[src/rtl/lsu_pkg.sv]
// Shared definitions for the load/store unit:
//   - RV32 load/store funct3 encodings
//   - FSM state encodings
//   - size decode and legality helpers
package lsu_pkg;

  localparam int unsigned XLEN = 32;

  // Load funct3 encodings
  localparam logic [2:0] LB  = 3'b000;
  localparam logic [2:0] LH  = 3'b001;
  localparam logic [2:0] LW  = 3'b010;
  localparam logic [2:0] LBU = 3'b100;
  localparam logic [2:0] LHU = 3'b101;

  // Store funct3 encodings
  localparam logic [2:0] SB  = 3'b000;
  localparam logic [2:0] SH  = 3'b001;
  localparam logic [2:0] SW  = 3'b010;

  // FSM states
  localparam logic [1:0] ST_IDLE = 2'd0;
  localparam logic [1:0] ST_ACC0 = 2'd1;
  localparam logic [1:0] ST_ACC1 = 2'd2;
  localparam logic [1:0] ST_DONE = 2'd3;

  // Size decode: unshifted byte mask (1, 2 or 4 bytes) from funct3[1:0]
  function automatic logic [3:0] size_mask(input logic [2:0] f3);
    logic [3:0] m;
    case (f3[1:0])
      2'b00:   m = 4'b0001;
      2'b01:   m = 4'b0011;
      default: m = 4'b1111;
    endcase
    return m;
  endfunction

  // Legal funct3 for the given direction
  function automatic logic funct3_legal(input logic store, input logic [2:0] f3);
    logic ok;
    if (store) begin
      ok = (f3 == SB) || (f3 == SH) || (f3 == SW);
    end else begin
      ok = (f3 == LB) || (f3 == LH) || (f3 == LW) || (f3 == LBU) || (f3 == LHU);
    end
    return ok;
  endfunction

endpackage

[src/rtl/lsu_align.sv]
// Purely combinational lane alignment for the LSU.
//   funct3  : access size and signedness
//   offset  : byte offset within the first word
//   wdata   : right-justified store data
//   rd_lo   : first word read back
//   rd_hi   : low three bytes of the second word (byte 3 can never be needed)
//   be0/be1 : byte enables for the first/second word
//   split   : access spills into the second word
//   st_lo/st_hi : lane-aligned store data for the first/second word
//   ld_data : extracted and extended load result
module lsu_align
  import lsu_pkg::*;
(
  input  logic [2:0]      funct3,
  input  logic [1:0]      offset,
  input  logic [XLEN-1:0] wdata,
  input  logic [XLEN-1:0] rd_lo,
  input  logic [23:0]     rd_hi,
  output logic [3:0]      be0,
  output logic [3:0]      be1,
  output logic            split,
  output logic [XLEN-1:0] st_lo,
  output logic [XLEN-1:0] st_hi,
  output logic [XLEN-1:0] ld_data
);

  logic [3:0]  base;
  logic [7:0]  mask;
  logic [31:0] wmask;
  logic [63:0] st64;
  logic [55:0] rd56;
  logic [31:0] win;

  // Byte mask, store shift, load window select and extension
  always_comb begin
    base  = size_mask(funct3);
    mask  = {4'b0000, base} << offset;
    be0   = mask[3:0];
    be1   = mask[7:4];
    split = |mask[7:4];

    wmask = {{8{base[3]}}, {8{base[2]}}, {8{base[1]}}, {8{base[0]}}};
    st64  = {32'h0, wdata & wmask} << {offset, 3'b000};
    st_lo = st64[31:0];
    st_hi = st64[63:32];

    rd56 = {rd_hi, rd_lo};
    case (offset)
      2'd0:    win = rd56[31:0];
      2'd1:    win = rd56[39:8];
      2'd2:    win = rd56[47:16];
      default: win = rd56[55:24];
    endcase

    case (funct3[1:0])
      2'b00:   ld_data = funct3[2] ? {24'h0, win[7:0]}  : {{24{win[7]}}, win[7:0]};
      2'b01:   ld_data = funct3[2] ? {16'h0, win[15:0]} : {{16{win[15]}}, win[15:0]};
      default: ld_data = win;
    endcase
  end

endmodule

[src/rtl/lsu_split.sv]
// Load/store unit toward a word-organised data memory. Accepts one RV32
// load/store, splits word-crossing accesses into two word accesses and
// reassembles the load result.
//   req_*  : request handshake from the MEM stage (accepted in IDLE only)
//   resp_* : one-cycle completion pulse with extended load data / error
//   mem_*  : word-aligned memory port; mem_rd arrives the cycle after its address
module lsu_split
  import lsu_pkg::*;
(
  input  logic            clk,
  input  logic            rst_n,
  input  logic            req_valid,
  output logic            req_ready,
  input  logic            req_store,
  input  logic [2:0]      req_funct3,
  input  logic [XLEN-1:0] req_addr,
  input  logic [XLEN-1:0] req_wdata,
  output logic            resp_valid,
  output logic [XLEN-1:0] resp_rdata,
  output logic            resp_err,
  output logic            mem_we,
  output logic [3:0]      mem_be,
  output logic [XLEN-1:0] mem_addr,
  output logic [XLEN-1:0] mem_wd,
  input  logic [XLEN-1:0] mem_rd
);

  logic [1:0]      state_q,  state_d;
  logic            store_q,  store_d;
  logic [2:0]      funct3_q, funct3_d;
  logic [XLEN-1:0] addr_q,   addr_d;
  logic [XLEN-1:0] wdata_q,  wdata_d;
  logic            err_q,    err_d;
  logic [XLEN-1:0] buf0_q,   buf0_d;

  logic [3:0]      be0, be1;
  logic            split;
  logic [XLEN-1:0] st_lo, st_hi, ld_data;
  logic [XLEN-1:0] rd_lo;
  logic [23:0]     rd_hi;
  logic [XLEN-1:0] word0_addr;

  // First word comes from the buffer only when a second access followed it
  assign rd_lo      = split ? buf0_q : mem_rd;
  assign rd_hi      = split ? mem_rd[23:0] : 24'h0;
  assign word0_addr = {addr_q[31:2], 2'b00};

  lsu_align u_align (
    .funct3  (funct3_q),
    .offset  (addr_q[1:0]),
    .wdata   (wdata_q),
    .rd_lo   (rd_lo),
    .rd_hi   (rd_hi),
    .be0     (be0),
    .be1     (be1),
    .split   (split),
    .st_lo   (st_lo),
    .st_hi   (st_hi),
    .ld_data (ld_data)
  );

  // State and latched request
  always_ff @(posedge clk or negedge rst_n) begin
    if (!rst_n) begin
      state_q  <= ST_IDLE;
      store_q  <= 1'b0;
      funct3_q <= 3'b000;
      addr_q   <= '0;
      wdata_q  <= '0;
      err_q    <= 1'b0;
      buf0_q   <= '0;
    end else begin
      state_q  <= state_d;
      store_q  <= store_d;
      funct3_q <= funct3_d;
      addr_q   <= addr_d;
      wdata_q  <= wdata_d;
      err_q    <= err_d;
      buf0_q   <= buf0_d;
    end
  end

  // Next state, request capture and first-word buffering
  always_comb begin
    state_d  = state_q;
    store_d  = store_q;
    funct3_d = funct3_q;
    addr_d   = addr_q;
    wdata_d  = wdata_q;
    err_d    = err_q;
    buf0_d   = buf0_q;
    case (state_q)
      ST_IDLE: begin
        if (req_valid) begin
          store_d  = req_store;
          funct3_d = req_funct3;
          addr_d   = req_addr;
          wdata_d  = req_wdata;
          err_d    = !funct3_legal(req_store, req_funct3);
          state_d  = funct3_legal(req_store, req_funct3) ? ST_ACC0 : ST_DONE;
        end
      end
      ST_ACC0: state_d = split ? ST_ACC1 : ST_DONE;
      ST_ACC1: begin
        buf0_d  = mem_rd;
        state_d = ST_DONE;
      end
      default: state_d = ST_IDLE;
    endcase
  end

  // Output decode from registered state and latched request only
  always_comb begin
    req_ready  = 1'b0;
    resp_valid = 1'b0;
    resp_err   = 1'b0;
    resp_rdata = '0;
    mem_we     = 1'b0;
    mem_be     = 4'b0000;
    mem_addr   = '0;
    mem_wd     = '0;
    case (state_q)
      ST_IDLE: req_ready = 1'b1;
      ST_ACC0: begin
        mem_we   = store_q;
        mem_be   = be0;
        mem_addr = word0_addr;
        mem_wd   = store_q ? st_lo : '0;
      end
      ST_ACC1: begin
        mem_we   = store_q;
        mem_be   = be1;
        mem_addr = word0_addr + 32'd4;
        mem_wd   = store_q ? st_hi : '0;
      end
      default: begin
        resp_valid = 1'b1;
        resp_err   = err_q;
        resp_rdata = (err_q || store_q) ? '0 : ld_data;
      end
    endcase
  end

endmodule

[config.mk]
export PLATFORM = sky130hd
export DESIGN_NAME = lsu_split
export DESIGN_NICKNAME = d
export VERILOG_FILES = /design/src/rtl/lsu_pkg.sv /design/src/rtl/lsu_align.sv /design/src/rtl/lsu_split.sv
export SDC_FILE = /design/constraint.sdc
export NUM_CORES = 1
export LEC_CHECK = 0
export CAP_MARGIN = 0
export CORE_MARGIN = 4
export CORE_UTILIZATION = 45
export DETAILED_ROUTE_END_ITERATION = 7
export PLACE_DENSITY = 0.76
export SLEW_MARGIN = 20
export SYNTH_ARGS = -nofsm -noshare
export SYNTH_HDL_FRONTEND = slang
export SYNTH_SLANG_ARGS = --single-unit
export TNS_END_PERCENT = 30
[constraint.sdc]
create_clock -name clk -period 3.6 [get_ports clk]
set_input_delay 0.54 -clock clk [delete_from_list [all_inputs] [get_ports clk]]
set_output_delay 0.54 -clock clk [all_outputs]
set_load 0.005 [all_outputs]
==> flow_summary.toml, run 1 <==
[timing]
slew_headroom_pct = 35.7
fin_skew_ns = 0.00776
setup_ws_ns = 0.104
rsz0062_at_grt = "no"
hold_violations = 0
slew_violations = 0
fin_crit_ns = 3.50
fmax_mhz = 286
finalCritPeriodShare_pct = 97.1
worst_pin_slew_ns = 0.964
setup_viol = 0

[clock_tree]
cts_sinks = 95
clkLatencyLatePin_ns = 0.35
clkTransAtPathRegs_ns = 0.07
cts_tree = "yes"
htree_levels = 3
cts_buffers = 9
cts_root_buf = "clkbuf_16"
cts_hold_buf = 0
clockBufferDepth = 2

[setup_path]
required_ns = 3.06
critPathArrivalTime_ns = 2.96
reg2reg_depth = 4
crit_chain = "a21oi_4, mux2_4, a2111oi_4, nor3_4, buf_12, nor3_1, clkdlybuf4s50_1"
criticalPathCategory = "flop to output port"
cpMaxStageDelayCell = "dfrtp_4"
r2r-start = "state_q[0]"
crit_path_start_kind = "flop"
ff2ff_setup_slack_ns = 1.54
critical_path.max_stage_delay_ns = 0.59
crit_fanout = 16
r2r_end = "wdata_q[25]"
endpoint_kind = "output port"

[global_route]
grt_pass1_wl_mm = 36.2
antenna_found_initial = 1
grt_max_degree = 71
grt_overflow = 0
gr-usage-all-layers_pct = 24.7
grt_pass1_vias = 6868

[floorplan]
start_util_pct = 45.9
core_area_sq_um = 15900
die_height_um = 135
std_cell_rows = 46
dieArea_sq_um = 18300
ios = 207
die_x_um = 135

[route]
routedWlPerCell_um = 19.4
wl_mm = 23.0
highest_layer = "met5"
dr.pass1.iters = 5
drtIter0Drc = 461
drtAntennaViolNets = 0
wl_met2_mm = 10.5
dr_total_vias = 7117
wl_met3_mm = 2.06
vias_per_cell = 6.01
post-route-drc-count = 0
met1_length_mm = 9.51

[synthesis]
synth_top_area_cell = "dfrtp_1"
synth_edf_count = 0
synth-adder-area-share_pct = 0.858
syn_area_sq_um = 7290
synthArstFlopShare_pct = 100
synthTopCellsByArea = "dfrtp_1 33%, mux2_2 18%, mux4_2 5.3%"
synth_cell_types = 68
synth_flop_cell = "dfrtp_1"
yosysSeqAreaShare_pct = 32.6
synth_cells = 784
synth-simple-area-share_pct = 15.6
synth-compound-area-share_pct = 19.7
synthXorXnorAreaFrac_pct = 0.360
synth_top_family_by_area = "multiplexers"
ys_ff_latch = 95
synth_mux_area_share_pct = 25.3
yosysTopAreaCellShare_pct = 32.6
avgSynthCellArea_sq_um = 9.30
ys_warn_count = 0

[finish]
insertedDiodeCount = 0
final_common_cell = "clkdlybuf4s50_1"
drive_gt1_share_pct = 21.7
area_growth_pct = 35.5
layout.nets = 1072
final_core_util_pct = 62.2
final_cell_mix = "203 x clkdlybuf4s50_1, 114 x mux2_2, 92 x dfrtp_1, 75 x nor2_1, 73 x nand2_1"

[min_path]
holdCritPathClass = "primary input to async pin"

[place]
dp_hpwl_mm = 16.6
place_congestion = 0.862
io_buffer_count = 204
dp_slack_ns = -0.00387

[pwr]
clkPwrFrac_pct = 11.3
p_leak_nw = 3.74
ir_drop_v = 0.000415
power.share.switching_pct = 42.8
p_int_w = 0.00499
seqPwrFrac_pct = 26.2
p_comb_share_pct = 62.5
power.net_switching_w = 0.00374
powerDensity_nw_per_um2 = 883

[outcome]
status = "complete, no violations"

[flow_run]
maxCapViolations = 0
-- per-layer routing --
metal  vias up  GRT usage [%]
met5         -              0
li1       3260              -
met4         2           10.9
met1      3447           32.4
met2       355           38.9
met3        53           6.13
-- final cells by class --
class	instances	area [sq um]
multi-input cells	602	4540
repair buffers	237	2320
clock buffers	12	246
fillers	1376	6000
inverters	19	71.3
flip-flops and latches	95	2380
well taps	216	270
clock inverters	4	55.1
-- power by group through the flow --
| stage | combinational [W] | clock (W) | sequential, W |
|---|---|---|---|
| floorplan | 0.00378 | 0 | 0.00200 |
| global placement | 0.00523 | 0 | 0.00229 |
| detailed placement | 0.00530 | 0 | 0.00232 |
| CTS | 0.00535 | 0.00101 | 0.00230 |
| global route | 0.00593 | 0.00104 | 0.00239 |
| finish | 0.00546 | 0.000989 | 0.00229 |
-- timing repair --
item | CTS | global route
pin swaps | 0 | 1
endpoints found under the hold margin | 0 | 0
gates resized for setup | 2 | 1
setup buffers | 0 | 2
setup endpoints to repair | 12 | 26
-- worst max path at each step --
stage / slack, ns / to / cells past startpoint / startpoint
final: 0.10 / resp_rdata[19] / 7 / addr_q[0]
after global routing: 0.01 / mem_addr[29] / 7 / state_q[0]
after CTS: -0.02 / resp_rdata[19] / 7 / funct3_q[1]
after detailed placement: -0.004 / resp_rdata[19] / 7 / mem_rd[23]
after global placement: 0.08 / resp_rdata[16] / 7 / mem_rd[23]
after floorplan: 1.23 / mem_addr[19] / 8 / state_q[0]
-- worst max-delay path: cells and delay by family, from the launching register on --
kind | cells | cell delay, ns
buffers and inverters | 2 | 0.71
DFF | 1 | 0.59
muxes | 1 | 0.34
AOI/OAI and AO/OA | 2 | 0.67
and+or+nand+nor | 2 | 0.28
-- through the flow --
| stage | TNS, ns | hold slack, ns | std cells | instance area (sq um) | total power (W) |
|---|---|---|---|---|---|
| after detailed placement | -0.00387 | 0.494 | 1167 | 9530 | 0.00761 |
| after CTS | -0.0245 | 0.344 | 1183 | 9850 | 0.00867 |
| after global routing | 0 | 0.383 | 1185 | 9880 | 0.00936 |
| after global placement | 0 | 0.488 | 1167 | 9530 | 0.00752 |
| final | 0 | 0.306 | 1185 | 9880 | 0.00873 |
| after floorplan | 0 | 0.244 | 785 | 7300 | 0.00578 |
-- synthesized netlist by cell type, types with 6 or more instances --
| cell | n |
|---|---|
| mux2_2 | 114 |
| dfrtp_1 | 95 |
| nor2_1 | 76 |
| nand2_1 | 75 |
| o21ai_0 | 55 |
| a21oi_1 | 37 |
| clkbuf_1 | 26 |
| buf_2 | 21 |
| a22oi_1 | 18 |
| inv_1 | 18 |
| mux4_2 | 17 |
| mux2i_1 | 16 |
| a31oi_1 | 14 |
| and2_1 | 14 |
| nand3_1 | 13 |
| buf_1 | 12 |
| nor3_1 | 11 |
| nor2b_1 | 10 |
| nor3_2 | 10 |
| a2bb2oi_1 | 9 |
| o22a_1 | 9 |
| nand4_1 | 8 |
| o22ai_1 | 8 |
| buf_4 | 7 |
| a41oi_1 | 6 |
-- cell families after synthesis --
family | count (synthesis)
buffers and inverters | 88
and+or+nand+nor | 236
AOI/OAI and AO/OA | 208
DFF | 95
muxes | 148
xor gates and xnor gates | 3
other | 1
adders and majority gates | 5
-- sequential cells by signal (all words and copies together) (netlist names) --
signal    cells
addr_q       32
wdata_q      32
buf0_q       24
funct3_q      3
state_q       2
err_q         1
store_q       1
No activity file was read; power rests on OpenSTA's default activity.
==> inputs of run 2 (changes only) <==
MAX_ROUTING_LAYER = met4   (was unset)
PLACE_DENSITY = 0.84   (was 0.76)
==> flow_summary.toml, run 2 (same netlist as run 1, synthesis figures left out) <==
[clock_tree]
cts_sinks = 95
clkTransAtPathRegs_ns = 0.07
clkLatencyLatePin_ns = 0.35
cts_buffers = 9
htree_levels = 3
clockBufferDepth = 2
cts_tree = "yes"
cts_root_buf = "clkbuf_16"

[floorplan]
die_height_um = 135
core_area_sq_um = 15900
start_util_pct = 45.9
die_x_um = 135
std_cell_rows = 46
dieArea_sq_um = 18300
ios = 207

[setup_path]
r2r-start = "state_q[0]"
critical_path.max_stage_delay_ns = 0.57
cpMaxStageDelayCell = "dfrtp_4"
crit_path_start_kind = "flop"
crit_start = "addr_q[0]"
required_ns = 3.06
critPathArrivalTime_ns = 2.89
crit_fanout = 15
crit_chain = "a21oi_4, mux2_4, a2111oi_4, nor3_4, buf_12, nor3_1, clkdlybuf4s50_1"
cpLargestDelayFamily = "buffers and inverters"
timing.critical_path.buf_inv = 2
endpoint_kind = "output port"
criticalPathCategory = "flop to output port"

[pwr]
ir_drop_v = 0.000410
powerDensity_nw_per_um2 = 891
p_leak_nw = 3.76

[timing]
setup_viol = 0
fmax_mhz = 292
worst_pin_slew_ns = 0.819
hold_slack_ns = 0.260
slew_violations = 0
slew_headroom_pct = 45.4
fin_crit_ns = 3.43
hold_violations = 0
rsz0062_at_grt = "no"
tns_ns = 0
fin_skew_ns = 0.00909
finalCritPeriodShare_pct = 95.2

[finish]
final_core_util_pct = 62.5
final_cell_mix = "203 x clkdlybuf4s50_1, 114 x mux2_2, 92 x dfrtp_1, 76 x nor2_1, 73 x nand2_1"
regArea_sq_um = 2380
insertedDiodeCount = 0
fillers = 1318
largest_registers = "addr_q x32, wdata_q x32, buf0_q x24"
final_common_cell = "clkdlybuf4s50_1"
design_area_sq_um = 9930
drive_gt1_share_pct = 22.2
layout.nets = 1074
multi_input_area_sq_um = 4520
area_growth_pct = 36.2

[global_route]
grt_max_degree = 59
met3_usage_pct = 4.46
grt_busiest_layer = "met2"
gr-usage-all-layers_pct = 25.4
grt_overflow = 0
grt_pass1_vias = 6936
use_met1_pct = 33.5
grt_pass1_wl_mm = 36.3
antenna_found_initial = 0
use_met2_pct = 39.8

[min_path]
holdCritPathClass = "primary input to async pin"

[place]
io_buffer_count = 204
place_area_sq_um = 9550
dp_hpwl_mm = 16.6
place_congestion = 0.924

[flow_run]
maxCapViolations = 0

[route]
dr.pass1.iters = 5
drtIter0Drc = 726
vias_per_cell = 6.01
drtAntennaViolNets = 0
dr_total_vias = 7132
wl_mm = 23.0
post-route-drc-count = 0
routedWlPerCell_um = 19.4

[outcome]
status = "complete, no violations"
run 2: routing by layer:
layer  share of wire [%]  up-vias
li1                    -     3269
met1                  42     3406
met2                  47      391
met3                 7.4       66
met4                 3.3        0
met5                   0        -
run 2: path summary, 6_finish.rpt:
check                                      end  slack, ns  cells past startpoint
worst max register to register     wdata_q[16]       1.62                      5
min in group clk                    buf0_q[11]       0.51                      1
worst min-delay path                buf0_q[25]       0.26                      1
worst max-delay path            resp_rdata[18]       0.17                      7
worst min register to register      buf0_q[11]       0.51                      1
max in group asynchronous           addr_q[10]       2.62                      2
run 2: cell type report:
class | count | share of cell area, %
clock inverters | 3 | 0.655
inverters | 19 | 0.756
clock buffers | 12 | 2.68
repair buffers | 239 | 23.6
multi-input cells | 602 | 45.5
flip-flops and latches | 95 | 24.0
well taps | 216 | 2.72
run 2: per-stage QoR:
| stage | setup slack [ns] | total power [W] | std cells |
|---|---|---|---|
| finish | 0.174 | 0.00884 | 1186 |
| global route | 0.0323 | 0.00945 | 1186 |
| CTS | 0.00460 | 0.00874 | 1184 |
| detailed placement | 0.0112 | 0.00762 | 1169 |
| global placement | 0.0857 | 0.00749 | 1169 |
| floorplan | 1.23 | 0.00578 | 785 |
run 2: timing repair:
| item | 4_1_cts | 5_1_grt |
|---|---|---|
| gates resized for setup | 2 | 4 |
| hold buffers | 0 | 0 |
| pin swaps | 0 | 1 |
| setup buffers | 0 | 2 |
| endpoints found under the setup margin | 2 | 34 |
run 2: power breakdown:
group,leakage [nW],total [W],internal [W],switching [W]
sequential,1.12,0.00228,0.00163,0.000644
clock,0.165,0.00107,0.000661,0.000410
combinational,2.48,0.00550,0.00281,0.00269
run 2: worst reg2reg max path, cell delays in order (launching register included):
cell     delay (ns)
dfrtp_1        0.40
inv_1          0.08
ha_1           0.28
nand2_2        0.34
buf_12         0.33
mux2_2         0.43
==> inputs of run 3 (changes only) <==
PLACE_DENSITY = 0.82   (was 0.84)
SYNTH_HIERARCHICAL = 1   (was unset)
==> flow_summary.toml, run 3 <==
[outcome]
status = "finished with violations"
violations = "negative setup slack"

[route]
wl_mm = 24.8
vias_per_cell = 6.00
post-route-drc-count = 0
routedWlPerCell_um = 19.8
dr_total_vias = 7496
drtIter0Drc = 629
drtAntennaViolNets = 0
dr.pass1.iters = 5

[synthesis]
synth_cell_types = 63
synth_top_area_cell = "dfrtp_1"
synthArstFlopShare_pct = 100
avgSynthCellArea_sq_um = 9.60
yosysSeqAreaShare_pct = 31.3
ys_warn_count = 6
yosys-top-cells-count = "140 x mux2_2, 103 x dfrtp_1, 78 x and2_1"
synthTopCellsByArea = "dfrtp_1 31%, mux2_2 19%, mux4_2 9.3%"
synth.most_common_cell = "mux2_2"
synth_edf_count = 0
synth_flop_cell = "dfrtp_1"
synth_cells = 858
yosysTopAreaCellShare_pct = 31.3
ys_ff_latch = 103
syn_area_sq_um = 8240

[min_path]
holdCritPathClass = "primary input to async pin"

[clock_tree]
clockBufferDepth = 2
cts_tree = "yes"
cts_hold_buf = 0
clkLatencyLatePin_ns = 0.35
cts_root_buf = "clkbuf_16"
htree_levels = 3
cts_buffers = 9
cts_sinks = 103
clkTransAtPathRegs_ns = 0.07

[pwr]
powerDensity_nw_per_um2 = 919
p_leak_nw = 4.16
ir_drop_v = 0.000518

[setup_path]
cpMaxStageDelayCell = "mux4_2"
crit_path_start_kind = "flop"
criticalPathCategory = "flop to output port"
required_ns = 3.06
endpoint_kind = "output port"
timing.critical_path.buf_inv = 2
crit_fanout = 16
critical_path.max_stage_delay_ns = 0.51
crit_chain = "a21o_1, a21o_4, mux2_2, mux4_2, mux2i_4, buf_12, o21ai_0, and2_1, clkdlybuf4s50_1"
critPathArrivalTime_ns = 3.07
cpLargestDelayFamily = "multiplexers"

[global_route]
grt_pass1_wl_mm = 38.6
grt_overflow = 0
grt_pass1_vias = 6961
grt_max_degree = 69
antenna_found_initial = 1
gr-usage-all-layers_pct = 24.3

[finish]
largest_registers = "addr_q x32, buf0_q x32, wdata_q x32"
layout.cells.non_filler = 1250
fillers = 1545
layout.nets = 1123
final_cell_mix = "203 x clkdlybuf4s50_1, 140 x mux2_2, 101 x dfrtp_1, 77 x and2_1, 69 x nand2_1"
final_core_util_pct = 59.8
area_growth_pct = 30.5
final_common_cell = "clkdlybuf4s50_1"
drive_gt1_share_pct = 24.1

[floorplan]
ios = 207
die_x_um = 143
die_height_um = 143
std_cell_rows = 49
dieArea_sq_um = 20500
core_area_sq_um = 18000
start_util_pct = 45.9

[timing]
setup_viol = 2
finalCritPeriodShare_pct = 100
rsz0062_at_grt = "yes"
fmax_mhz = 277
fin_skew_ns = 0.0101
fin_crit_ns = 3.61
worst_pin_slew_ns = 0.902
hold_violations = 0
setup_ws_ns = -0.00994
slew_violations = 0
slew_headroom_pct = 39.9

[flow_run]
maxCapViolations = 0

[place]
dpl.cell_count = 1231
io_buffer_count = 204
dp_hpwl_mm = 18.0
place_congestion = 0.925
==> run 3: area by class of cell <==
class	count	area, sq um	area share [%]
Multi-Input combinational cell	658	5260	48.9
Sequential cell	103	2580	24.0
Timing Repair Buffer	232	2290	21.3
Tap cell	229	287	2.67
Clock buffer	10	229	2.13
Clock inverter	6	70.1	0.652
Inverter	11	41.3	0.384
Antenna cell	1	2.50	0.0233
==> run 3: final timing paths <==
kind	start	endpoint	slack [ns]	depth (start not counted)
hold reg to reg	buf0_q[3]	buf0_q[3]	0.50	1
setup reg to reg	state_q[1]	wdata_q[5]	1.38	5
setup / recovery	addr_q[1]	resp_rdata[18]	-0.01	9
min in group clk	buf0_q[3]	buf0_q[3]	0.50	1
max in group asynchronous	rst_n	addr_q[25]	2.57	2
hold / removal	rst_n	buf0_q[25]	0.30	1
==> run 3: where the power goes <==
| part | internal [W] | switching, W |
|---|---|---|
| sequential | 0.00176 | 0.000574 |
| clock | 0.000545 | 0.000461 |
| combinational | 0.00339 | 0.00314 |
==> run 3: routing by layer <==
layer  GRT usage [%]  part of all wire (%)  vias to the layer above
li1                -                     -                     3461
met1            33.1                    43                     3683
met2            38.0                    48                      320
met3            3.39                   7.1                       32
met4            7.09                   2.0                        0
met5               -                     0                        -
==> run 3: stage by stage <==
| stage | hold slack, ns | setup TNS, ns | instance area (sq um) | total power (W) | worst slack, ns |
|---|---|---|---|---|---|
| finish | 0.300 | -0.0102 | 10800 | 0.00988 | -0.00994 |
| global route | 0.388 | -1.33 | 10800 | 0.0106 | -0.124 |
| CTS | 0.349 | 0 | 10700 | 0.00982 | 0.00132 |
| detailed placement | 0.491 | 0 | 10400 | 0.00867 | 0.0719 |
| global placement | 0.483 | 0 | 10400 | 0.00848 | 0.155 |
| floorplan | 0.244 | 0 | 8270 | 0.00667 | 0.0568 |
==> run 3: kinds of logic after synthesis <==
logic type / Yosys count / synth area share, %
AND/OR/NAND/NOR: 287 / 18.4
AO/OA/AOI/OAI: 179 / 14.8
multiplexers: 176 / 28.8
other: 2 / 0.0912
adder cells (fa/ha/maj): 5 / 0.760
buffers and inverters: 106 / 5.89
flip-flops: 103 / 31.3
==> run 3: timing repair <==
action                     CTS  global route
setup buffers                1             1
pin swaps                    0             1
gates resized for setup      4             5
gates cloned                 0             0
setup endpoints to repair   24            41
